## src/rtl/obc_shift_accumulator.sv

```systemverilog
// obc_shift_accumulator: MSB-first shift-and-add accumulator behind one OBC
// DFT ROM stage. It steps the ROM slice index, accumulates the signed ROM
// partial sums, adds the OBC offset, halves the total, and holds the result
// on a valid/ready output until the consumer accepts it.
// Build option: define OBC_ACC_SAT_EN to saturate the result to the signed
// OUT_W range. Without it, the result keeps only the low OUT_W bits (wrap).
module obc_shift_accumulator #(
    parameter int                      DATA_W = 16,
    parameter int                      ROM_W  = 32,
    parameter int                      ACC_W  = 48,
    parameter int                      OUT_W  = 32,
    parameter logic signed [ACC_W-1:0] OFFSET = '0
) (
    input  logic                         clk,
    input  logic                         rst,
    input  logic                         start,
    input  logic signed [ROM_W-1:0]      romout,
    output logic [$clog2(DATA_W)-1:0]    slice_idx,
    output logic                         m,
    output logic                         busy,
    output logic                         out_valid,
    input  logic                         out_ready,
    output logic signed [OUT_W-1:0]      result
);

    localparam int IDX_W = $clog2(DATA_W);
    localparam logic [IDX_W-1:0] IDX_MAX = IDX_W'(DATA_W - 1);
    localparam logic signed [ACC_W-1:0] SAT_MAX =
        {{(ACC_W-OUT_W+1){1'b0}}, {(OUT_W-1){1'b1}}};
    localparam logic signed [ACC_W-1:0] SAT_MIN =
        {{(ACC_W-OUT_W+1){1'b1}}, {(OUT_W-1){1'b0}}};

    typedef enum logic [1:0] {IDLE, ACCUM, DONE} state_t;

    state_t                   state_q, state_d;
    logic [IDX_W-1:0]         slice_q, slice_d;
    logic signed [ACC_W-1:0]  acc_q, acc_d;
    logic signed [OUT_W-1:0]  result_q, result_d;

    logic signed [ACC_W-1:0]  acc_next;
    logic signed [ACC_W-1:0]  sum_off;
    logic signed [ACC_W-1:0]  sum_half;
    logic signed [OUT_W-1:0]  fit_val;

    // Shift-and-add datapath, offset, halving, and final fit to OUT_W bits
    always_comb begin
        acc_next = (acc_q <<< 1) + {{(ACC_W-ROM_W){romout[ROM_W-1]}}, romout};
        sum_off  = acc_next + OFFSET;
        sum_half = sum_off >>> 1;
`ifdef OBC_ACC_SAT_EN
        if (sum_half > SAT_MAX) begin
            fit_val = SAT_MAX[OUT_W-1:0];
        end else if (sum_half < SAT_MIN) begin
            fit_val = SAT_MIN[OUT_W-1:0];
        end else begin
            fit_val = OUT_W'(sum_half);
        end
`else
        fit_val = OUT_W'(sum_half);
`endif
    end

    // Next-state logic for the FSM, slice counter, accumulator and result
    always_comb begin
        state_d  = state_q;
        slice_d  = slice_q;
        acc_d    = acc_q;
        result_d = result_q;
        unique case (state_q)
            IDLE: begin
                if (start) begin
                    state_d = ACCUM;
                    slice_d = IDX_MAX;
                    acc_d   = '0;
                end
            end
            ACCUM: begin
                acc_d   = acc_next;
                slice_d = slice_q - 1'b1;
                if (slice_q == '0) begin
                    state_d  = DONE;
                    slice_d  = '0;
                    result_d = fit_val;
                end
            end
            DONE: begin
                if (out_ready) begin
                    if (start) begin
                        state_d = ACCUM;
                        slice_d = IDX_MAX;
                        acc_d   = '0;
                    end else begin
                        state_d = IDLE;
                    end
                end
            end
            default: begin
                state_d = IDLE;
                slice_d = '0;
            end
        endcase
    end

    // State registers with asynchronous reset
    always_ff @(posedge clk or posedge rst) begin
        if (rst) begin
            state_q  <= IDLE;
            slice_q  <= '0;
            acc_q    <= '0;
            result_q <= '0;
        end else begin
            state_q  <= state_d;
            slice_q  <= slice_d;
            acc_q    <= acc_d;
            result_q <= result_d;
        end
    end

    // Outputs decoded from registered state; slice_q is 0 outside ACCUM
    always_comb begin
        slice_idx = slice_q;
        m         = (state_q == ACCUM) && (slice_q == IDX_MAX);
        busy      = (state_q == ACCUM);
        out_valid = (state_q == DONE);
        result    = result_q;
    end

endmodule

```

## config.mk

```make
export PLATFORM = sky130hd
export DESIGN_NAME = obc_shift_accumulator
export DESIGN_NICKNAME = d
export VERILOG_FILES = /design/src/rtl/obc_shift_accumulator.sv
export SDC_FILE = /design/constraint.sdc
export NUM_CORES = 1
export LEC_CHECK = 0
export CORE_UTILIZATION = 40
export CTS_CLUSTER_DIAMETER = 200
export DETAILED_ROUTE_END_ITERATION = 10
export SETUP_SLACK_MARGIN = 0.02
export SYNTH_ARGS = -nofsm -noshare
export SYNTH_HDL_FRONTEND = slang
export SYNTH_SLANG_ARGS = --single-unit
```

## constraint.sdc

```tcl
create_clock -name clk -period 3.15 [get_ports clk]
set_input_delay 0.63 -clock clk [delete_from_list [all_inputs] [get_ports clk]]
set_output_delay 0.63 -clock clk [all_outputs]
set_load 0.005 [all_outputs]
```

==> results of run 1 <==
-- worst max path at each step --
| stage | slack [ns] | to | from | depth (start not counted) |
|---|---|---|---|---|
| after detailed placement | -0.11 | result[28] | romout[1] | 10 |
| final | 0.21 | result[28] | romout[1] | 10 |
| after CTS | 0.23 | result[28] | romout[1] | 10 |
| after floorplan | 0.55 | result[24] | romout[1] | 9 |
| after global placement | -0.12 | result[24] | romout[1] | 10 |
| after global routing | 0.08 | result[28] | romout[1] | 10 |
-- power groups by stage --
stage	Combinational, mW	Sequential (mW)	Clock, mW
after global routing	4.65	1.73	1.17
final	4.22	1.67	1.11
after global placement	4.14	1.67	0
after floorplan	2.63	1.62	0
after detailed placement	4.18	1.68	0
after CTS	4.22	1.67	1.13
-- per-stage QoR --
step                setup TNS [ns]  util (%)  hold slack (ns)  instances
floorplan                        0         -           0.4535        511
global placement           -0.5374     51.93           0.4575        744
detailed placement         -0.5344     51.93           0.4616        744
CTS                              0     54.87           0.4765        760
global route                     0     54.87           0.5027        760
finish                           0     54.87           0.4740        760
-- critical path: cells and delay by family --
kind	cells	cell delay [ns]
buffers and inverters	1	0.46
XOR/XNOR	1	0.13
multiplexers	1	0.27
adder cells (fa/ha/maj)	2	0.41
AO/OA/AOI/OAI	4	0.87
AND/OR/NAND/NOR	1	0.38
-- routing by layer --
| layer | part of all wire [%] | global-route usage (%) |
|---|---|---|
| met2 | 43 | 34.01 |
| met1 | 51 | 34.06 |
| met4 | 0.98 | 6.190 |
| met3 | 4.8 | 3.407 |
| met5 | 0 | 0 |
-- final cells by class --
| type | count | area (um2) |
|---|---|---|
| Fill cell | 1027 | 4979 |
| Inverter | 11 | 41.29 |
| Timing Repair Buffer | 117 | 1064 |
| Multi-Input combinational cell | 406 | 2696 |
| Tap cell | 140 | 175.2 |
| Clock inverter | 6 | 85.08 |
| Sequential cell | 70 | 1752 |
| Clock buffer | 10 | 239.0 |
-- placed cells by master, fill, tap and decap left out, types with 13 or more instances in the layout --
cell type / count
nand2_1: 80
clkdlybuf4s50_1: 74
dfrtp_1: 70
buf_4: 43
a21oi_1: 39
o21ai_0: 34
ha_1: 31
nor2_1: 27
a22o_1: 25
nand4_1: 15
xnor2_1: 13
nand3_1: 13
-- cells by family (layout without fill, tap and decap cells) --
kind of cell               count (synthesis)  after routing
AOI/OAI and AO/OA                        165            165
DFF                                       70             70
adders and majority gates                 32             32
buffers and inverters                     35            144
and+or+nand+nor                          175            175
muxes                                     10             10
xor gates and xnor gates                  24             24
-- flip-flops by register name (all words and copies together) (netlist names) --
signal,cells
result,32
slice_idx,4
state_q,2
acc_q,32
==> summary.txt, run 1 <==
Worst setup path
  • Crit-path slowest cell: clkdlybuf4s50_1
  • Setup crit start kind: primary input
  • Crit-path cells: clkdlybuf4s50_1 -> ha_1 -> fa_1 -> a21oi_1 -> o21ai_1 -> nor3b_1 -> o21ai_2 -> o31ai_1 -> xor2_1 -> mux2_2
  • Reg2reg setup slack: 0.53 ns
  • CP arrival: 3.15 ns
  • Crit Path Max Fanout: 5
  • CP Data Required Time: 3.37 ns
  • Worst reg2reg path depth: 9
  • CP Class: in -> reg
  • Crit-path max cell delay: 0.46 ns
  • R2r startpoint: acc_q[0]
  • Worst Setup End Kind: register
  • Reg2reg end: result[24]

Yosys
  • Mux contribution to synthesized area: 2.448%
  • Post-Synth Simple-Gate Area: 18.06%
  • Cells after Synth: 511
  • Seq/Total Area, Yosys: 38.07%
  • Post-Syn Nets: 579
  • Asr flop ratio synth: 100.0%
  • Ys Warns: 0
  • Top cell type by total area after synthesis: dfrtp_1
  • Synth Area in Compound Gates: 24.48%
  • Xor and xnor area share after synthesis: 4.569%
  • Syn Area/Cell: 9.003 um2
  • Cell Area, Synth: 4601 um2
  • Post-synth EDFFs: 0
  • Post-synth top cells: nand2_1, dfrtp_1, a21oi_1
  • Most common cell in the netlist: nand2_1
  • Largest family of logic cells by synthesized area: compound AO/OA/AOI/OAI gates
  • Adder-cell area share of the yosys netlist: 8.866%
  • Seq cells post-synth: 70
  • Synth top area cells: dfrtp_1, ha_1, nand2_1, a22o_1, a21oi_1
  • Main synth FF type: dfrtp_1
  • Synth top area share: 38.07%
  • Yosys cell types: 63

Timing
  • Max-slew violations: 0
  • Hold Vio Cnt, Final: 0
  • Min Clock Period, post-route: 2.938 ns
  • Worst-Margin Slew: 0.6811 ns
  • Endpoints failing setup: 0
  • Final setup margin: 0.2118 ns
  • RSZ-0062 raised after global routing: no
  • Fin crit share: 93.28%
  • Fmax: 340.3 MHz
  • Final worst clock skew: 0.006321 ns
  • Max-slew headroom: 54.59%

Clock tree
  • H-tree level count: 3
  • CTS tree: built
  • Setup bufs post-CTS: 0
  • Clock transition at path regs: 0.06 ns
  • Clk_lat worst skew: 0.33 ns
  • CTS Hold Bufs: 0
  • CTS buffer count: 9
  • Clock sinks: 70
  • CTS Root Cell: clkbuf_16
  • Post-CTS sizing: 0
  • Clock buffer depth: 2

Place
  • DP HPWL: 9356 um
  • Placed inst area: 5728 um2
  • RePlAce Congestion: 0.8889
  • Port Buf Inserts: 74
  • DP Worst Slack: -0.1082 ns

Final layout
  • P&R area growth vs syn: 31.55%
  • Final Net Count: 683
  • Layout cells sized above 1: 14.03%
  • Ant diodes: 0
  • Post-route cell area: 6052 um2

Global routing
  • Gr ovfl total: 0
  • Initial antenna violation count: 0
  • Total GRT Usage: 22.80%
  • First-pass GRT wire length: 20890 um
  • Vias in the first global route: 4063
  • Largest net degree at the start of global routing: 42

Power
  • Switch share: 41.02%
  • Leak: 2.693 nW
  • Total power: 6.996 mW
  • PD cells: 1156 nW/um2
  • Clock power frac: 15.9%
  • Maximum vdd ir drop: 0.5523 mV
  • Cell Int Power: 4.126 mW
  • Comb pwr share: 60.3%
  • Net Sw Power: 2.870 mW
  • Sequential fraction of design power: 23.8%

Floorplanning
  • Starting Density: 41.71%
  • Die footprint: 11930 um2
  • IO Count: 75
  • Core area: 11030 um2
  • Die X-Extent: 109.2 um
  • FP Rows: 38
  • Die Ht: 109.2 um

Route
  • # DRC: 0
  • Drt via density: 5.629
  • Via count: 4278
  • Post-route ant nets: 0
  • Wire per inst: 16.84 um
  • DRT iter0 DRCs: 281
  • Routed WL: 12800 um
  • Pre-antenna DRT Iters: 4

Hold path
  • Hold path endpoint: result[9]
  • Hold Crit Depth: 2
  • Worst hold start: result[9]
  • Type of the most critical hold path: reg -> reg

Outcome
  • Status: finished, final reports clean

Job
  • Max Cap Viol: 0
Power figures use the tool's default switching activity.
==> run 2, diff against run 1 <==
--- a/config.mk
+++ b/config.mk
@@ -5,10 +5,12 @@
 export SDC_FILE = /design/constraint.sdc
 export NUM_CORES = 1
 export LEC_CHECK = 0
+export CAP_MARGIN = 20
 export CORE_UTILIZATION = 40
 export CTS_CLUSTER_DIAMETER = 200
 export DETAILED_ROUTE_END_ITERATION = 10
 export SETUP_SLACK_MARGIN = 0.02
+export SLEW_MARGIN = 15
 export SYNTH_ARGS = -nofsm -noshare
 export SYNTH_HDL_FRONTEND = slang
 export SYNTH_SLANG_ARGS = --single-unit
==> results of run 2 <==
Final layout, timing and power as in run 1 (identical DEF).
==> run 3, diff against run 2 <==
--- a/config.mk
+++ b/config.mk
@@ -6,6 +6,8 @@
 export NUM_CORES = 1
 export LEC_CHECK = 0
 export CAP_MARGIN = 20
+export CORE_ASPECT_RATIO = 1.4
+export CORE_MARGIN = 2
 export CORE_UTILIZATION = 40
 export CTS_CLUSTER_DIAMETER = 200
 export DETAILED_ROUTE_END_ITERATION = 10
==> run 3 against run 2 <==
  * Sequential cell count unchanged
  * Clock-buffer cell count up 1
  * Design area up 1.9%
  * Clock skew up 0.0033 ns
  * Via count up 2.2%
  * Cell count up 1.8%
  * Clock power up 7%
  * Sequential share of layout area down 0.54 points
  * Non-clock buffer count up 10
  * Critical path depth unchanged
  * Critical path type unchanged
  * Largest power group unchanged
==> summary.txt, run 3 (synthesized netlist as in run 1, its figures left out) <==
Worst setup path
  • Crit-path max cell delay: 0.46 ns (about the same)
  • CP arrival: 3.22 ns (+0.07 ns)
  • Setup crit start kind: primary input
  • Worst Setup End Kind: register
  • Crit Path Max Fanout: 3 (-2)
  • CP Data Required Time: 3.36 ns (about the same)
  • Crit-path slowest cell: clkdlybuf4s50_1
  • CP Class: in -> reg
  • Crit-path cells: clkdlybuf4s50_1 -> ha_1 -> a21o_1 -> a21oi_1 -> o21ai_0 -> a21oi_1 -> o21ai_0 -> a21boi_0 -> buf_4 -> o211ai_1

Floorplanning
  • IO Count: 75 (unchanged)
  • Core area: 11280 um2 (+2.3%)
  • Die X-Extent: 94.64 um (-13%)
  • Starting Density: 40.78% (-0.93 points)
  • Die footprint: 12390 um2 (+3.8%)
  • FP Rows: 46 (+21%)
  • Die Ht: 130.9 um (+20%)

Place
  • RePlAce Congestion: 0.8719 (-1.9%)
  • Placed inst area: 5828 um2 (+1.7%)
  • DP HPWL: 10590 um (+13%)
  • Cells after DPL: 758 (+1.9%)
  • Port Buf Inserts: 74 (unchanged)

Power
  • Clock power frac: 16.4% (+0.5 points)
  • Total power: 7.243 mW (+3.5%)
  • Maximum vdd ir drop: 0.6203 mV (+12%)
  • Sequential fraction of design power: 23.1% (-0.7 points)
  • Leak: 2.753 nW (+2.2%)
  • Net Sw Power: 2.949 mW (+2.7%)
  • Comb pwr share: 60.5% (+0.2 points)
  • Cell Int Power: 4.294 mW (+4.1%)
  • Switch share: 40.71% (-0.31 points)
  • PD cells: 1174 nW/um2 (+1.6%)

Global routing
  • Gr ovfl total: 0 (unchanged)
  • Largest net degree at the start of global routing: 35 (-17%)
  • Vias in the first global route: 4537 (+12%)
  • Initial antenna violation count: 0 (unchanged)
  • First-pass GRT wire length: 22610 um (+8.3%)
  • Total GRT Usage: 23.82% (+1.0 points)

Final layout
  • Layout cells sized above 1: 15.08% (+1.0 points)
  • P&R area growth vs syn: 34.05%
  • Non-filler cells, final: 774 (+1.8%)
  • Ant diodes: 0 (unchanged)
  • Post-route cell area: 6167 um2 (+1.9%)
  • Final Net Count: 693 (+1.5%)
  • Commonest non-fill, non-tap cell in the layout: nand2_1
  • Leading cell types in the layout, fill and taps excluded: nand2_1, clkdlybuf4s50_1, dfrtp_1

Route
  • Wire per inst: 18.15 um (+7.8%)
  • Via count: 4371 (+2.2%)
  • DRT iter0 DRCs: 185 (-34%)
  • Drt via density: 5.647 (+0.33%)
  • Post-route ant nets: 0 (unchanged)
  • Pre-antenna DRT Iters: 5 (+1)
  • Routed WL: 14050 um (+9.7%)
  • # DRC: 0 (unchanged)

Timing
  • Min Clock Period, post-route: 3.004 ns (+0.06609 ns)
  • Max-slew violations: 0 (unchanged)
  • Endpoints failing setup: 0 (unchanged)
  • RSZ-0062 raised after global routing: no
  • Max-slew headroom: 27.51% (-27 points)
  • Worst-Margin Slew: 1.083 ns (+0.4022 ns)
  • Final worst clock skew: 0.009625 ns (+0.003303 ns)
  • Hold Vio Cnt, Final: 0 (unchanged)
  • Fin crit share: 95.37% (+2.1 points)
  • Hold Worst Slack: 0.4810 ns (+0.006995 ns)
  • Fmax: 332.9 MHz (-2.2%)

Clock tree
  • CTS Root Cell: clkbuf_16
  • Clock sinks: 70 (unchanged)
  • Clk_lat worst skew: 0.35 ns (+0.02 ns)
  • CTS tree: built
  • Setup bufs post-CTS: 0 (unchanged)
  • Clock buffer depth: 2 (unchanged)
  • CTS buffer count: 9 (unchanged)
  • H-tree level count: 3 (unchanged)
  • Post-CTS sizing: 0 (unchanged)
  • Clock transition at path regs: 0.06 ns (about the same)
  • CTS Hold Bufs: 0 (unchanged)

Job
  • Max Cap Viol: 0 (unchanged)

Hold path
  • Type of the most critical hold path: reg -> reg

Outcome
  • Status: finished, final reports clean
==> run 3: cell count changes in the layout (fill, tap and decap cells not counted) <==
cell        delta
inv_6          +1
bufinv_16      +1
clkinvlp_4     -1
o21ai_2        -1
clkbuf_8       -1
clkbuf_1       +2
clkinv_2       -2
buf_12         +1
o21ai_4        +1
buf_4          +9
==> run 3: power groups by stage <==
stage               Clock, mW  Combinational, mW  Sequential (mW)
floorplan                   0               2.63             1.62
global placement            0               4.33             1.67
detailed placement          0               4.36             1.69
CTS                      1.20               4.40             1.68
global route             1.25               4.84             1.73
finish                   1.19               4.38             1.67
==> run 3: worst paths after layout <==
check	from	to	slack [ns]	cells after the start
worst max-delay path	romout[2]	acc_q[24]	0.15	10
worst min-delay path	result[10]	result[10]	0.48	2
worst max register to register	acc_q[1]	acc_q[24]	0.50	9
worst min register to register	result[10]	result[10]	0.48	2
max in group asynchronous	rst	slice_idx[1]	1.78	3
min in group asynchronous	rst	result[3]	0.62	2
==> run 3: routing by layer <==
layer / routed length, um / GRT usage (%)
met4: 367 / 10.57
met5: 0 / 0
met2: 7509 / 43.80
met1: 5692 / 27.42
met3: 478 / 2.867
==> run 3: worst max-delay path, delay by kind of cell <==
kind,cells,cell delay (ns)
buf+inv,2,0.63
fa+ha+maj,1,0.32
compound gates,7,1.63
==> run 3: cell type report <==
cell class	instances	area (um2)
Inverter	11	41.29
Sequential cell	70	1752
Clock inverter	5	106.4
Clock buffer	11	232.7
Tap cell	144	180.2
Fill cell	1091	5114
Multi-Input combinational cell	406	2704
Timing Repair Buffer	127	1151
==> run 3: per-stage QoR <==
step / utilization (%) / setup TNS [ns] / setup slack (ns)
6_report: 54.67 / 0 / 0.1457
5_1_grt: 54.67 / 0 / 0.03991
4_1_cts: 54.67 / 0 / 0.1407
3_5_place_dp: 51.66 / -1.001 / -0.1743
3_3_place_gp: 51.66 / -0.7876 / -0.1709
2_1_floorplan: - / 0 / 0.5535
